<file path="config.mk">
export PLATFORM = sky130hd
export DESIGN_NAME = mac_polyphase_acc
export DESIGN_NICKNAME = d
export VERILOG_FILES = /design/src/rtl/mac_pkg.sv /design/src/rtl/mac_sat_add.sv /design/src/rtl/mac_polyphase_acc.sv
export SDC_FILE = /design/constraint.sdc
export NUM_CORES = 1
export LEC_CHECK = 0
export BUFFER_PORTS_ARGS = -buffer_cell sky130_fd_sc_hd__buf_2
export CAP_MARGIN = 25
export CORE_MARGIN = 5
export CORE_UTILIZATION = 59
export DETAILED_ROUTE_END_ITERATION = 12
export PLACE_DENSITY = 0.77
export SYNTH_ARGS = -nofsm -noshare
export SYNTH_HDL_FRONTEND = slang
export SYNTH_SLANG_ARGS = --single-unit
</file>
<file path="constraint.sdc">
create_clock -name clk -period 12.7 [get_ports clk]
set_clock_uncertainty 0.05 [all_clocks]
set_input_delay 1.905 -clock clk [delete_from_list [all_inputs] [get_ports clk]]
set_output_delay 1.905 -clock clk [all_outputs]
set_load 0.05 [all_outputs]
</file>
<file path="src/rtl/mac_pkg.sv">
// -----------------------------------------------------------------------------
// mac_pkg
// Shared types and helpers for the polyphase multiply-accumulate datapath.
//   clog2      : ceiling log2 for parameter derivation (clog2(1) = 0)
//   sat_max    : most positive signed value of a given width (width <= 64)
//   sat_min    : most negative signed value of a given width (width <= 64)
//   tag_t      : per-sample control tag carried alongside the datapath
// -----------------------------------------------------------------------------
package mac_pkg;

  // Tag channel field is fixed-width so the struct can live in the package;
  // the top zero-extends its CHAN_W-bit index into it (N_CHAN <= 256).
  localparam int MAX_CHAN_W = 8;

  typedef struct packed {
    logic                  valid;
    logic [MAX_CHAN_W-1:0] chan;
    logic                  sload;
    logic                  dump;
  } tag_t;

  function automatic int clog2(input int n);
    int r;
    r = 0;
    for (int v = 1; v < n; v = v * 2) r++;
    return r;
  endfunction

  function automatic logic signed [63:0] sat_max(input int width);
    return (64'sd1 <<< (width - 1)) - 64'sd1;
  endfunction

  function automatic logic signed [63:0] sat_min(input int width);
    return -(64'sd1 <<< (width - 1));
  endfunction

endpackage

</file>
<file path="src/rtl/mac_sat_add.sv">
// -----------------------------------------------------------------------------
// mac_sat_add
// Combinational accumulator update: load the sign-extended product, or add it
// to the accumulator with clamping to the signed WIDTH_OUT range.
//   acc      in  WIDTH_OUT  current accumulator value
//   prod_ext in  WIDTH_OUT  sign-extended product
//   sload    in  1          1: next = prod_ext (never saturates)
//   next     out WIDTH_OUT  updated accumulator value
//   sat      out 1          the add overflowed and was clamped
// -----------------------------------------------------------------------------
module mac_sat_add
  import mac_pkg::*;
#(
  parameter int WIDTH_OUT = 40
) (
  input  logic signed [WIDTH_OUT-1:0] acc,
  input  logic signed [WIDTH_OUT-1:0] prod_ext,
  input  logic                        sload,
  output logic signed [WIDTH_OUT-1:0] next,
  output logic                        sat
);

  localparam logic signed [63:0] MAX64 = sat_max(WIDTH_OUT);
  localparam logic signed [63:0] MIN64 = sat_min(WIDTH_OUT);
  localparam logic signed [WIDTH_OUT-1:0] MAX_V = MAX64[WIDTH_OUT-1:0];
  localparam logic signed [WIDTH_OUT-1:0] MIN_V = MIN64[WIDTH_OUT-1:0];

  // One guard bit: overflow iff the two top bits of the sum disagree, and the
  // guard bit then gives the true sign of the unclamped result.
  logic [WIDTH_OUT:0] sum;
  logic               ovf;

  assign sum = {acc[WIDTH_OUT-1], acc} + {prod_ext[WIDTH_OUT-1], prod_ext};
  assign ovf = sum[WIDTH_OUT] ^ sum[WIDTH_OUT-1];

  always_comb begin
    // NOTE: every output gets a default before any branch, so no latch can be inferred.
    next = prod_ext;
    sat  = 1'b0;
    if (!sload) begin
      if (ovf) begin
        sat  = 1'b1;
        next = sum[WIDTH_OUT] ? MIN_V : MAX_V;
      end else begin
        next = sum[WIDTH_OUT-1:0];
      end
    end
  end

endmodule

</file>
<file path="src/rtl/mac_polyphase_acc.sv">
// -----------------------------------------------------------------------------
// mac_polyphase_acc
// Pipelined signed MAC with one multiplier shared by N_CHAN interleaved
// accumulators. Accepted sample at edge k -> accumulator update and optional
// result strobe at edge k+3.
//   clk, reset        clock, synchronous active-high reset
//   in_valid          qualifies chan/accum_sload/accum_dump/dataa/datab
//   chan              accumulator index
//   accum_sload       1: load product, 0: saturating add of product
//   accum_dump        1: emit updated accumulator value
//   dataa, datab      signed operands
//   out_valid         one-cycle strobe for result/out_chan/out_sat
//   out_chan          channel of result
//   result            accumulator value after the update
//   out_sat           the update producing result saturated
// -----------------------------------------------------------------------------
module mac_polyphase_acc
  import mac_pkg::*;
#(
  parameter  int WIDTH_IN  = 16,
  parameter  int WIDTH_OUT = 40,
  parameter  int N_CHAN    = 4,
  localparam int CHAN_W    = (clog2(N_CHAN) < 1) ? 1 : clog2(N_CHAN)
) (
  input  logic                        clk,
  input  logic                        reset,
  input  logic                        in_valid,
  input  logic [CHAN_W-1:0]           chan,
  input  logic                        accum_sload,
  input  logic                        accum_dump,
  input  logic signed [WIDTH_IN-1:0]  dataa,
  input  logic signed [WIDTH_IN-1:0]  datab,
  output logic                        out_valid,
  output logic [CHAN_W-1:0]           out_chan,
  output logic signed [WIDTH_OUT-1:0] result,
  output logic                        out_sat
);

  localparam logic [MAX_CHAN_W:0] N_CHAN_V = (MAX_CHAN_W + 1)'(N_CHAN);

  // Stage 1 operand/tag registers; stage 2 is two registers deep (multiplier
  // output, then product) so the accumulate edge lands at k+3.
  tag_t                         s1_tag, m_tag, p_tag;
  logic signed [WIDTH_IN-1:0]   s1_a, s1_b;
  logic signed [2*WIDTH_IN-1:0] m_prod, p_prod;

  always_ff @(posedge clk) begin
    if (reset) begin
      s1_tag <= '0;
      m_tag  <= '0;
      p_tag  <= '0;
    end else begin
      // NOTE: sequential state uses non-blocking assignments so every register samples pre-edge values.
      s1_tag <= '{valid: in_valid, chan: MAX_CHAN_W'(chan),
                  sload: accum_sload, dump: accum_dump};
      m_tag  <= s1_tag;
      p_tag  <= m_tag;
    end
  end

  // NOTE: datapath registers carry no reset; the tag valid bit alone decides whether they matter.
  always_ff @(posedge clk) begin
    s1_a   <= dataa;
    s1_b   <= datab;
    m_prod <= s1_a * s1_b;
    p_prod <= m_prod;
  end

  // Stage 3: read-modify-write of one accumulator within a single stage, so
  // back-to-back samples on the same channel need no forwarding.
  logic signed [WIDTH_OUT-1:0] acc [N_CHAN];
  logic [CHAN_W-1:0]           chan_idx;
  logic                        chan_ok;
  logic signed [WIDTH_OUT-1:0] acc_rd, prod_ext, next;
  logic                        sat;

  assign chan_idx = p_tag.chan[CHAN_W-1:0];
  assign chan_ok  = {1'b0, p_tag.chan} < N_CHAN_V;
  assign acc_rd   = chan_ok ? acc[chan_idx] : '0;
  assign prod_ext = WIDTH_OUT'(p_prod);

  mac_sat_add #(
    .WIDTH_OUT (WIDTH_OUT)
  ) u_sat_add (
    .acc      (acc_rd),
    .prod_ext (prod_ext),
    .sload    (p_tag.sload),
    .next     (next),
    .sat      (sat)
  );

  always_ff @(posedge clk) begin
    if (reset) begin
      // NOTE: the accumulator array is reset because a first update without sload must add to zero.
      for (int i = 0; i < N_CHAN; i++) acc[i] <= '0;
      out_valid <= 1'b0;
      out_chan  <= '0;
      result    <= '0;
      out_sat   <= 1'b0;
    end else begin
      out_valid <= 1'b0;
      if (p_tag.valid && chan_ok) begin
        acc[chan_idx] <= next;
        if (p_tag.dump) begin
          out_valid <= 1'b1;
          out_chan  <= chan_idx;
          result    <= next;
          out_sat   <= sat;
        end
      end
    end
  end

endmodule

</file>
# Word level (Yosys, flattened, before mapping)
# Memories as Yosys holds them, arrays and structs flattened. A register that Yosys moved wholly into a read port is not among the register bits.
# Cells that the tools add are included.
# word_totals
mem_count	1
rom_bits	0
wordCells	47
out_inout_bits	44
latch_bits	0
mem_bits_rw	160
in_bits	39
regBits	173
# classes
n_eq_ne	0
bitwise	2
div	0
magnitude_cmp	1
n_reduce_logical	4
mux	16
mul	1
add_sub_neg	1
shifts	0
# mem_list
name	depth	word_bits	rd	rd_ports_with_merged_regs	wr	line_no	source
acc	4	40	1	1	4	mac_polyphase_acc.sv:71	logic signed [WIDTH_OUT-1:0] acc [N_CHAN];
# ops
cell	n
40-bit two-way mux	5
40-bit by 32-bit adder with 41-bit output	1
40-bit OR reduction	1
16-bit by 16-bit multiplier with 32-bit output	1
1-bit two-way mux	9
8-bit by 3-bit < comparator with 1-bit output (second input constant)	1
2-bit two-way mux	2
2-bit AND reduction	1
2-bit OR reduction	1
1-bit logical AND	1
1-bit inverter	1
1-bit bitwise XOR	1

# Logic depth before layout (Yosys ltp)
# Gate-level depths: netlist of the first run.
# logic_depth
ltp_word	7
depth_mapped	23
mapped_depth_nobuf	22

# Cells and area by module
# Synthesis of the first run repeated with hierarchy kept, for this count alone.
# hier_totals
cells_unflattened	2282
hier_area_um2	23567.6
# modules_own_cells
mod	n_inst	seq_area_each_um2	cells_per_inst	area_per_inst_um2
mac_polyphase_acc	1	7907.6	1801	20554.7
mac_sat_add	1	0.0	481	3012.9

# Worst setup path after synthesis of the first run
# Ideal clock, no wire load.
# synth_timing
path_kind	register to register
start	reg s1_a[15]
end	reg m_prod[31]
setup_time_ns	0.072
slack_ns	6.772
path_buffers	2
required_time_ns	12.578
synth_period_minus_slack_ns	5.928
arrival_ns	5.806
path_stages_with_launch	19
path_cell_list	dfxtp_1 > clkbuf_1 > nand2_1 > inv_1 > fa_1 > fa_1 > fa_1 > fa_1 > fa_1 > fa_1 > ha_1 > and2_1 > clkbuf_1 > a31oi_1 > inv_1 > a311o_1 > a31o_2 > a21oi_1 > xnor2_1
# synth_via
elab_chain_len	1
# synth_lines
element	line_no	source
start: declaration	mac_polyphase_acc.sv:44	logic signed [WIDTH_IN-1:0] s1_a, s1_b;
start signal: assignment	mac_polyphase_acc.sv:63	s1_a <= dataa;
16-bit by 16-bit multiplier with 32-bit output	mac_polyphase_acc.sv:65	m_prod <= s1_a * s1_b;
end signal: assignment	mac_polyphase_acc.sv:65	
end: declaration	mac_polyphase_acc.sv:45	logic signed [2*WIDTH_IN-1:0] m_prod, p_prod;
# No other way between the ends.
# A chain may end at the register's enable or synchronous reset.

# Final worst setup path of the first run
# layout_timing
start	reg s1_b[3]
end	reg m_prod[31]
# layout_via
elab_chain_len	1
# layout_lines
element	line_no	source
start: declaration	mac_polyphase_acc.sv:44	
start signal: assignment	mac_polyphase_acc.sv:64	s1_b <= datab;
16-bit by 16-bit multiplier with 32-bit output	mac_polyphase_acc.sv:65	
# No other way between the ends.

==> results of run 1 <==
==> layout by cell type (no fill, tap or decap), types with 6 or more instances in the layout <==
cell type,instances
ha_1,122
fa_1,263
o21bai_1,16
o211ai_1,8
o22ai_2,12
o21ai_0,44
nand2_1,207
a31oi_1,10
clkbuf_16,35
nor2b_1,28
buf_4,15
nor2_1,175
a21o_1,21
o41ai_1,6
mux4_2,40
o221ai_1,18
nor3_1,48
and3_1,7
a21oi_2,13
nor3_2,10
nand3_1,18
xor2_1,18
o21a_1,7
xnor2_1,50
o22ai_1,7
and2_1,133
nand3b_1,13
inv_1,298
a21oi_1,94
buf_2,82
clkbuf_8,8
o31ai_1,11
edfxtp_1,160
nand2b_1,15
dfxtp_1,153
a211oi_1,15
nand4_1,11
==> layer usage <==
metal	up-vias	global-route usage [%]
met5	-	0
met4	0	9.48
met1	8274	33.8
li1	7567	-
met2	648	44.1
met3	129	4.52
==> worst max path at each step <==
stage	to	from	slack, ns
finish	m_prod[31]	s1_b[3]	6.12
global route	m_prod[31]	s1_b[7]	5.78
CTS	m_prod[31]	s1_a[8]	6.15
detailed placement	m_prod[26]	s1_a[8]	6.14
global placement	m_prod[31]	s1_b[2]	6.23
floorplan	m_prod[31]	s1_a[15]	6.77
==> worst max-delay path, cell delays in order (launching register included) <==
cell and delay (ns):
dfxtp_1 0.79, and2_1 0.25, fa_1 0.44, fa_1 0.55, ha_1 0.13, inv_1 0.05
fa_1 0.47, inv_1 0.05, fa_1 0.53, inv_1 0.05, fa_1 0.47, inv_1 0.04
ha_1 0.32, a21o_1 0.19, a21oi_1 0.18, a21bo_2 0.27, a21oi_1 0.37, a41oi_1 0.35
a311o_1 0.43, a31o_2 0.23, a21oi_1 0.17, xnor2_1 0.13
==> cells by family after synthesis <==
group / count (synthesis) / synth area share, %
flip-flops: 315 / 33.3
XOR/XNOR: 68 / 2.51
multiplexers: 44 / 3.97
AO/OA/AOI/OAI: 338 / 10.5
buffers and inverters: 404 / 6.79
AND/OR/NAND/NOR: 693 / 14.3
adder cells (fa/ha/maj): 385 / 28.6
==> flip-flops by register name, indices dropped and copies added (netlist names), 3 cells and up <==
| signal | flops |
|---|---|
| acc | 160 |
| p_tag | 3 |
| p_prod | 32 |
| s1_b | 16 |
| m_prod | 32 |
| result | 40 |
| s1_tag | 5 |
| m_tag | 5 |
| s1_a | 16 |
==> area by class of cell <==
type / count / area, µm² / area share (%)
Multi-Input combinational cell: 1528 / 14200 / 55.4
Sequential cell: 315 / 7910 / 30.8
Inverter: 299 / 1120 / 4.37
Clock buffer: 49 / 1020 / 3.95
Tap cell: 525 / 657 / 2.56
Timing Repair Buffer: 99 / 571 / 2.22
Clock inverter: 14 / 180 / 0.701
==> through the flow <==
step / utilization, % / std cells / hold WS (ns) / worst slack, ns / instance area, µm²
final: 64.7 / 2829 / 0.267 / 6.12 / 25700
after global routing: 64.7 / 2829 / 0.273 / 5.78 / 25700
after CTS: 64.5 / 2827 / 0.268 / 6.15 / 25600
after detailed placement: 61.5 / 2764 / 0.262 / 6.14 / 24400
after global placement: 61.5 / 2764 / 0.261 / 6.23 / 24400
after floorplan: - / 2247 / 0.260 / 6.77 / 23700
==> metrics, run 1 <==
Min-Delay Path Depth 0; Die Area 0.0443 mm²; HP Start m_prod[16]; maxcap violations 0; yosys warns 0; crit start category flop; Worst-Skew Late Latency 0.56 ns; M1 WL 22900 µm; status finished, final reports clean; IO Pins 83; Max Used Layer met4; CP Capture Type flop; core area 0.0397 mm²; Hold Crit Class flop to flop; Post-Route WL 56500 µm; post-CTS sizing 0; count of final hold-check violations 0; Rel. slew slack 36.1%; worst slew pin tran 0.958 ns; count of input and output buffers 82; share of cells above drive strength 1 12.0%; Site Rows 73; HPWL Detailed 40500 µm; Netlist cell types 88; fmax 152 MHz; Sink Count 315; # hold bufs at CTS 0; Fin Setup TNS 0 ns; clk root buf clkbuf_16; worst path required time 13.13 ns; r2r endpoint m_prod[31]; GRT overflow 0; Initial Util 59.7%; Worst R2R Setup Slack 6.12 ns; clk buf depth 3; CTS tree yes; top-area cell type share of the netlist area 22.2%; Die Y 211 µm; vias in the first global route 17525; DR vias 16618; starting DRC count in detailed routing 1306; drt wl/cell 20.0 µm; min Tclk post-route 6.58 ns; Met2 Routed Length 27400 µm; number of diodes 0; Filler Cell Count 3139; worst-path fanout max 16; Worst R2R Path Depth 21; Synth area leader fa_1; Post-CTS Setup Bufs 0; Nets 2702; Post-synth EDFFs 160; Hold Crit Endpoint p_prod[16]; Mapped Cells 2247; Syn Nets 2671; main flop type after synthesis edfxtp_1; Final ANT Viol Nets 0; DRC viols 0; worst r2r src s1_b[3]; first-pass GRT wire length 92300 µm; fin crit share 51.8%; Crit path arrival time 7.01 ns; pin count of the biggest net entering global routing 50; Setup violations, final 0; sequential share of the synthesized area 33.3%; Die X 211 µm; ys async rst share 0%; gr usage total 25.9%; unrepaired setup endpoints after global routing false; synth cell count leaders inv_1 (299), fa_1 (263), nand2_1 (208); Slew Viols, Final 0; #FFs+latches synth 315; total CTS buffers 35; area grow syn2layout 8.26%; most area-consuming cells after synthesis fa_1 (22%), edfxtp_1 (20%), dfxtp_1 (13%), ha_1 (6.4%), inv_1 (4.7%); Pre-Repair DR Iteration Count 7; count leader, synth inv_1; RD Place Congestion 0.932; clk slew on worst S/H paths 0.06 ns; H-tree depth 2; synthesized cell area 0.0237 mm²; WS Path Type flop to flop; vias per cell 5.87; initial antenna violation count 0; post-synthesis area per instance 10.6 µm²; met3 routed WL 4220 µm
Power of run 1 is left out: the tool's default activity adds up to more than one toggle a clock period on the data nets, which glitch-free logic cannot reach.
==> inputs of run 2 (changes only) <==
--- a/config.mk
+++ b/config.mk
@@ -8,9 +8,9 @@
 export BUFFER_PORTS_ARGS = -buffer_cell sky130_fd_sc_hd__buf_2
 export CAP_MARGIN = 25
 export CORE_MARGIN = 5
-export CORE_UTILIZATION = 59
+export CORE_UTILIZATION = 58
 export DETAILED_ROUTE_END_ITERATION = 12
-export PLACE_DENSITY = 0.77
+export PLACE_DENSITY = 0.79
 export SYNTH_ARGS = -nofsm -noshare
 export SYNTH_HDL_FRONTEND = slang
 export SYNTH_SLANG_ARGS = --single-unit
==> constraint.sdc (replaced) <==
create_clock -name clk -period 5.6 [get_ports clk]
set_clock_uncertainty 0.05 [all_clocks]
set_input_delay 0.84 -clock clk [delete_from_list [all_inputs] [get_ports clk]]
set_output_delay 0.84 -clock clk [all_outputs]
set_load 0.05 [all_outputs]
==> run 2 against run 1 <==
  * The flow now finishes with violations (setup timing)
  * Clock-buffer cell count shrank 5
  * Critical path depth shrank 2
  * Routed wire length grew 1.1%
==> metrics, run 2 (synthesized netlist as in run 1, its figures left out) <==
clk slew on worst S/H paths 0.06 ns (about the same); count of input and output buffers 82 (unchanged); GRT overflow 0 (unchanged); Worst R2R Setup Slack -0.17 ns (-6.29 ns); WS Path Type flop to flop; vias in the first global route 17909 (+2.2%); vias per cell 5.71 (-2.8%); min Tclk post-route 5.77 ns (-0.806 ns); drt wl/cell 19.1 µm (-4.2%); crit start category flop; largest register by flop count acc; initial antenna violation count 1 (+1); DRC viols 0 (unchanged); Sink Count 315 (unchanged); Final Worst Setup Slack -0.174 ns (-6.29 ns); clk root buf clkbuf_16; failing checks setup timing; Die X 212 µm (+0.82%); Site Rows 74 (+1.4%); Worst-Skew Late Latency 0.56 ns (about the same); Worst setup endpoint m_prod[30]; count of final hold-check violations 0 (unchanged); Post-Route WL 57100 µm (+1.1%); Die Y 212 µm (+0.82%); Crit path arrival time 6.21 ns (-0.80 ns); Hold Crit Class flop to flop; CTS tree yes; RD Place Congestion 0.967 (+3.8%); maxcap violations 0 (unchanged); IO Pins 83 (unchanged); Rel. slew slack 35.8% (-0.33 points); Setup violations, final 5 (+5); starting DRC count in detailed routing 1371 (+5.0%); pin count of the biggest net entering global routing 49 (-2.0%); worst path required time 6.03 ns (-7.10 ns); worst slew pin tran 0.961 ns (+0.00287 ns); r2r endpoint m_prod[30]; share of cells above drive strength 1 22.1% (+10 points); H-tree depth 2 (unchanged); FF+latch area 0.00798 mm² (+0.81%); fmax 173 MHz (+14%); worst r2r src s1_a[8]; DR vias 17050 (+2.6%); HPWL Detailed 42600 µm (+5.4%); status finished, violations left; highest-count cells in the layout ignoring fill and taps inv_1 (280), fa_1 (245), nand2_1 (203), nor2_1 (174), edfxtp_1 (160); area of the multi-input gates 0.0147 mm² (+3.1%); first-pass GRT wire length 92900 µm (+0.61%); Worst R2R Path Depth 19 (-9.5%); clk buf depth 3 (unchanged); area grow syn2layout 15.5%; Filler Cell Count 2975 (-5.2%); CP Capture Type flop; unrepaired setup endpoints after global routing true; Top Registers acc: 160 flops, result: 40 flops; total CTS buffers 35 (unchanged); Die Area 0.0451 mm² (+1.6%); most common cell after layout, fill and taps aside inv_1; Pre-Repair DR Iteration Count 6 (-1); Slew Viols, Final 0 (unchanged); Final ANT Viol Nets 0 (unchanged); worst-path fanout max 11 (-5); core area 0.0406 mm² (+2.3%); Nets 2853 (+5.6%); crit path launch s1_a[8]; max FFs per register 160 (unchanged); fin crit share 103% (+51 points); gr usage total 25.8% (-0.12 points); number of diodes 0 (unchanged); Final Util 67.4% (+2.8 points); Initial Util 58.4% (-1.3 points)
-- run 2: cell count changes in the layout (fill, tap and decap cells not counted), moves of 16 or more --
cell and change:
buf_4 +130, buf_6 +16, dfxtp_1 -25, fa_1 -18, fa_2 +18, inv_1 -18
inv_2 +18
-- run 2: what timing repair did --
item / CTS / global route
pin swaps: 29 / 27
hold buffers: 0 / 0
setup endpoints to repair: 11 / 12
endpoints found under the hold margin: 0 / 0
resized for setup: 57 / 85
buffers inserted: 6 / 12
gates cloned: 0 / 0
-- run 2: how the worst min path moves through the flow --
stage	startpoint	endpoint	slack [ns]	cells after the start
3_5_place_dp	m_prod[27]	p_prod[27]	0.26	0
3_3_place_gp	m_prod[22]	p_prod[22]	0.26	0
2_1_floorplan	m_prod[0]	p_prod[0]	0.26	0
6_report	m_prod[27]	p_prod[27]	0.27	0
5_1_grt	m_prod[24]	p_prod[24]	0.28	0
4_1_cts	m_prod[27]	p_prod[27]	0.26	0
-- run 2: area by class of cell --
class                           instances  area share [%]
Multi-Input combinational cell       1528            53.5
Sequential cell                       315            29.1
Timing Repair Buffer                  250            6.62
Inverter                              299            4.09
Clock buffer                           44            3.47
Tap cell                              532            2.43
Clock inverter                         19           0.762
-- run 2: worst max-delay path: stages (launching register included) --
cell,delay (ns)
dfxtp_2,0.32
buf_12,0.14
and2_4,0.14
fa_1,0.55
inv_2,0.04
fa_1,0.46
fa_1,0.53
inv_2,0.04
fa_2,0.56
fa_1,0.43
fa_1,0.50
ha_4,0.30
o21a_1,0.14
o21ai_2,0.08
or3_4,0.37
o21ba_4,0.22
a311oi_4,0.39
a211oi_2,0.12
o21bai_1,0.17
xor2_1,0.16
-- run 2: stage by stage --
stage	cell area, µm²	setup TNS [ns]	setup slack, ns	instances	hold slack (ns)
floorplan	24000	-0.00475	-0.00475	2247	0.260
global placement	25700	-1.12	-0.262	2905	0.260
detailed placement	25700	-1.93	-0.385	2905	0.262
CTS	27100	-0.397	-0.116	2974	0.263
global route	27400	-2.10	-0.363	2987	0.281
finish	27400	-0.665	-0.174	2987	0.265
-- run 2: layer usage --
layer	routed length (µm)	track usage, %	part of all wire, %	up-vias
met5	13	0	0.023	-
met4	1840	8.43	3.2	2
met3	3850	3.59	6.7	125
met2	28600	45.1	50	637
met1	22900	33.6	40	8429
li1	-	-	-	7857
Power of run 2 is left out for the same reason.
==> inputs of run 3 (changes only) <==
--- a/config.mk
+++ b/config.mk
@@ -5,7 +5,7 @@
 export SDC_FILE = /design/constraint.sdc
 export NUM_CORES = 1
 export LEC_CHECK = 0
-export BUFFER_PORTS_ARGS = -buffer_cell sky130_fd_sc_hd__buf_2
+export BUFFER_PORTS_ARGS = -buffer_cell sky130_fd_sc_hd__clkbuf_2
 export CAP_MARGIN = 25
 export CORE_MARGIN = 5
 export CORE_UTILIZATION = 58
==> run 3 against run 2 <==
  * The run still ends with setup timing left
  * Setup slack lost 0.013 ns
  * Routed wire length grew 1.1%
  * Global-route usage grew 0.28 points
  * Register-to-register slack is essentially flat
  * Largest cell class unchanged
  * First-iteration DRC count shrank 13%
  * Sequential share of layout area shrank 0.10 points
  * Core utilization grew 0.27 points
  * Critical path depth is the same
  * Final cell count grew 0.37%
  * Critical endpoint unchanged
  * Die area is the same
  * Hold slack gained 0.0096 ns
  * Non-clock buffer count grew 8
==> metrics, run 3 (synthesized netlist as in run 1, its figures left out) <==
Worst R2R Setup Slack -0.19 ns (about the same); status finished, violations left; Pre-Repair DR Iteration Count 7 (+1); HP Start m_prod[11]; # hold bufs at CTS 0 (unchanged); pre-CTS WS -0.412 ns (-0.0268 ns); crit start category flop; Initial Util 58.4% (unchanged); Hold Crit Class flop to flop; clk root buf clkbuf_16; vias per cell 5.73 (+0.39%); drt wl/cell 19.3 µm (+0.68%); starting DRC count in detailed routing 1188 (-13%); Post-Route WL 57700 µm (+1.1%); H-tree depth 2 (unchanged); count of final hold-check violations 0 (unchanged); first-pass GRT wire length 93800 µm (+1.1%); max FFs per register 160 (unchanged); clk slew on worst S/H paths 0.05 ns (about the same); Final ANT Viol Nets 0 (unchanged); Fin Setup TNS -0.753 ns (-0.0874 ns); largest register by flop count acc; core area 0.0406 mm² (unchanged); Site Rows 74 (unchanged); Die X 212 µm (unchanged); Rel. slew slack 37.4% (+1.6 points); CP Capture Type flop; share of cells above drive strength 1 21.8% (-0.26 points); IO Pins 83 (unchanged); DRC viols 0 (unchanged); CTS tree yes; DR vias 17180 (+0.76%); Min-Delay Path Depth 0 (unchanged); initial antenna violation count 0 (-1); fmax 173 MHz (-0.22%); Die Area 0.0451 mm² (unchanged); worst slew pin tran 0.939 ns (-0.0215 ns); Sink Count 315 (unchanged); gr usage total 26.1% (+0.28 points); Die Y 212 µm (unchanged); pin count of the biggest net entering global routing 49 (unchanged); Worst R2R Path Depth 19 (unchanged); worst path required time 6.02 ns (about the same); highest-count cells in the layout ignoring fill and taps inv_1 (287), fa_1 (248), nand2_1 (203), nor2_1 (174), edfxtp_1 (160); most common cell after layout, fill and taps aside inv_1; count of input and output buffers 82 (unchanged); Worst-Skew Late Latency 0.56 ns (about the same); GRT overflow 0 (unchanged); Final Worst Setup Slack -0.186 ns (-0.0130 ns); min Tclk post-route 5.79 ns (+0.0130 ns); failing checks setup timing; total CTS buffers 36 (+2.9%); WS Path Type flop to flop; worst-path fanout max 7 (-4); maxcap violations 0 (unchanged); fin crit share 103% (+0.23 points); Nets 2862 (+0.32%); worst r2r src s1_a[12]; Hold Slack 0.275 ns (+0.00962 ns); vias in the first global route 18144 (+1.3%); HPWL Detailed 43500 µm (+2.0%); RD Place Congestion 0.991 (+2.5%); r2r endpoint m_prod[30]; Top Registers acc: 160 flops, result: 40 flops; number of diodes 0 (unchanged); Slew Viols, Final 0 (unchanged); Final Util 67.7% (+0.27 points); Crit path arrival time 6.20 ns (about the same); Hold Crit Endpoint p_prod[11]; unrepaired setup endpoints after global routing true; area grow syn2layout 16.0%; clk buf depth 3 (unchanged); Setup violations, final 6 (+1)
[run 3: changes by cell type in the layout (fill, tap and decap cells not counted), sizes merged]
cell,delta
buf,-75
clkinv,+2
inv,-1
clkinvlp,-2
clkbuf,+87
[run 3: worst max-delay path by stage]
| stage | depth (start not counted) | from | slack [ns] | to |
|---|---|---|---|---|
| after floorplan | 18 | s1_a[15] | -0.005 | m_prod[31] |
| after global placement | 20 | s1_a[5] | -0.26 | m_prod[30] |
| after detailed placement | 22 | s1_a[3] | -0.41 | m_prod[31] |
| after CTS | 22 | s1_a[3] | -0.20 | m_prod[31] |
| after global routing | 20 | s1_a[8] | -0.40 | m_prod[30] |
| final | 19 | s1_a[12] | -0.19 | m_prod[30] |
[run 3: cell type report]
type                    instances  area (µm²)
clock buffers                  48         967
flip-flops and latches        315        7980
clock inverters                18         219
well taps                     532         666
repair buffers                258        1900
fillers                      2977       13100
multi-input cells            1528       14700
inverters                     299        1120
[run 3: critical path, stage by stage (launching register included)]
cell and delay (ns):
dfxtp_2 0.42, buf_4 0.17, nand2_1 0.07, fa_1 0.55
inv_1 0.06, fa_1 0.53, fa_1 0.48, fa_1 0.48
fa_1 0.49, inv_1 0.05, fa_1 0.48, inv_1 0.06
ha_4 0.28, nand3_2 0.09, or3_1 0.38, o21ba_4 0.22
a311oi_4 0.39, a211oi_2 0.11, o21bai_1 0.18, xor2_1 0.17
[run 3: repair_timing]
item,CTS,global route
pin swaps,42,51
endpoints found under the setup margin,12,15
gates resized for setup,56,65
setup buffers,8,9
[run 3: metal layers]
layer | wire (µm) | vias up | GRT usage [%]
li1 | - | 7887 | -
met1 | 23200 | 8500 | 34.3
met2 | 28800 | 663 | 45.6
met3 | 3960 | 130 | 3.91
met4 | 1770 | 0 | 7.50
met5 | 0 | - | 0
[run 3: through the flow]
stage          instance area, µm²  cells
2_1_floorplan               24000   2247
3_3_place_gp                25800   2914
3_5_place_dp                25800   2915
4_1_cts                     27200   2989
5_1_grt                     27500   2998
6_report                    27500   2998
Power of run 3 is left out for the same reason.
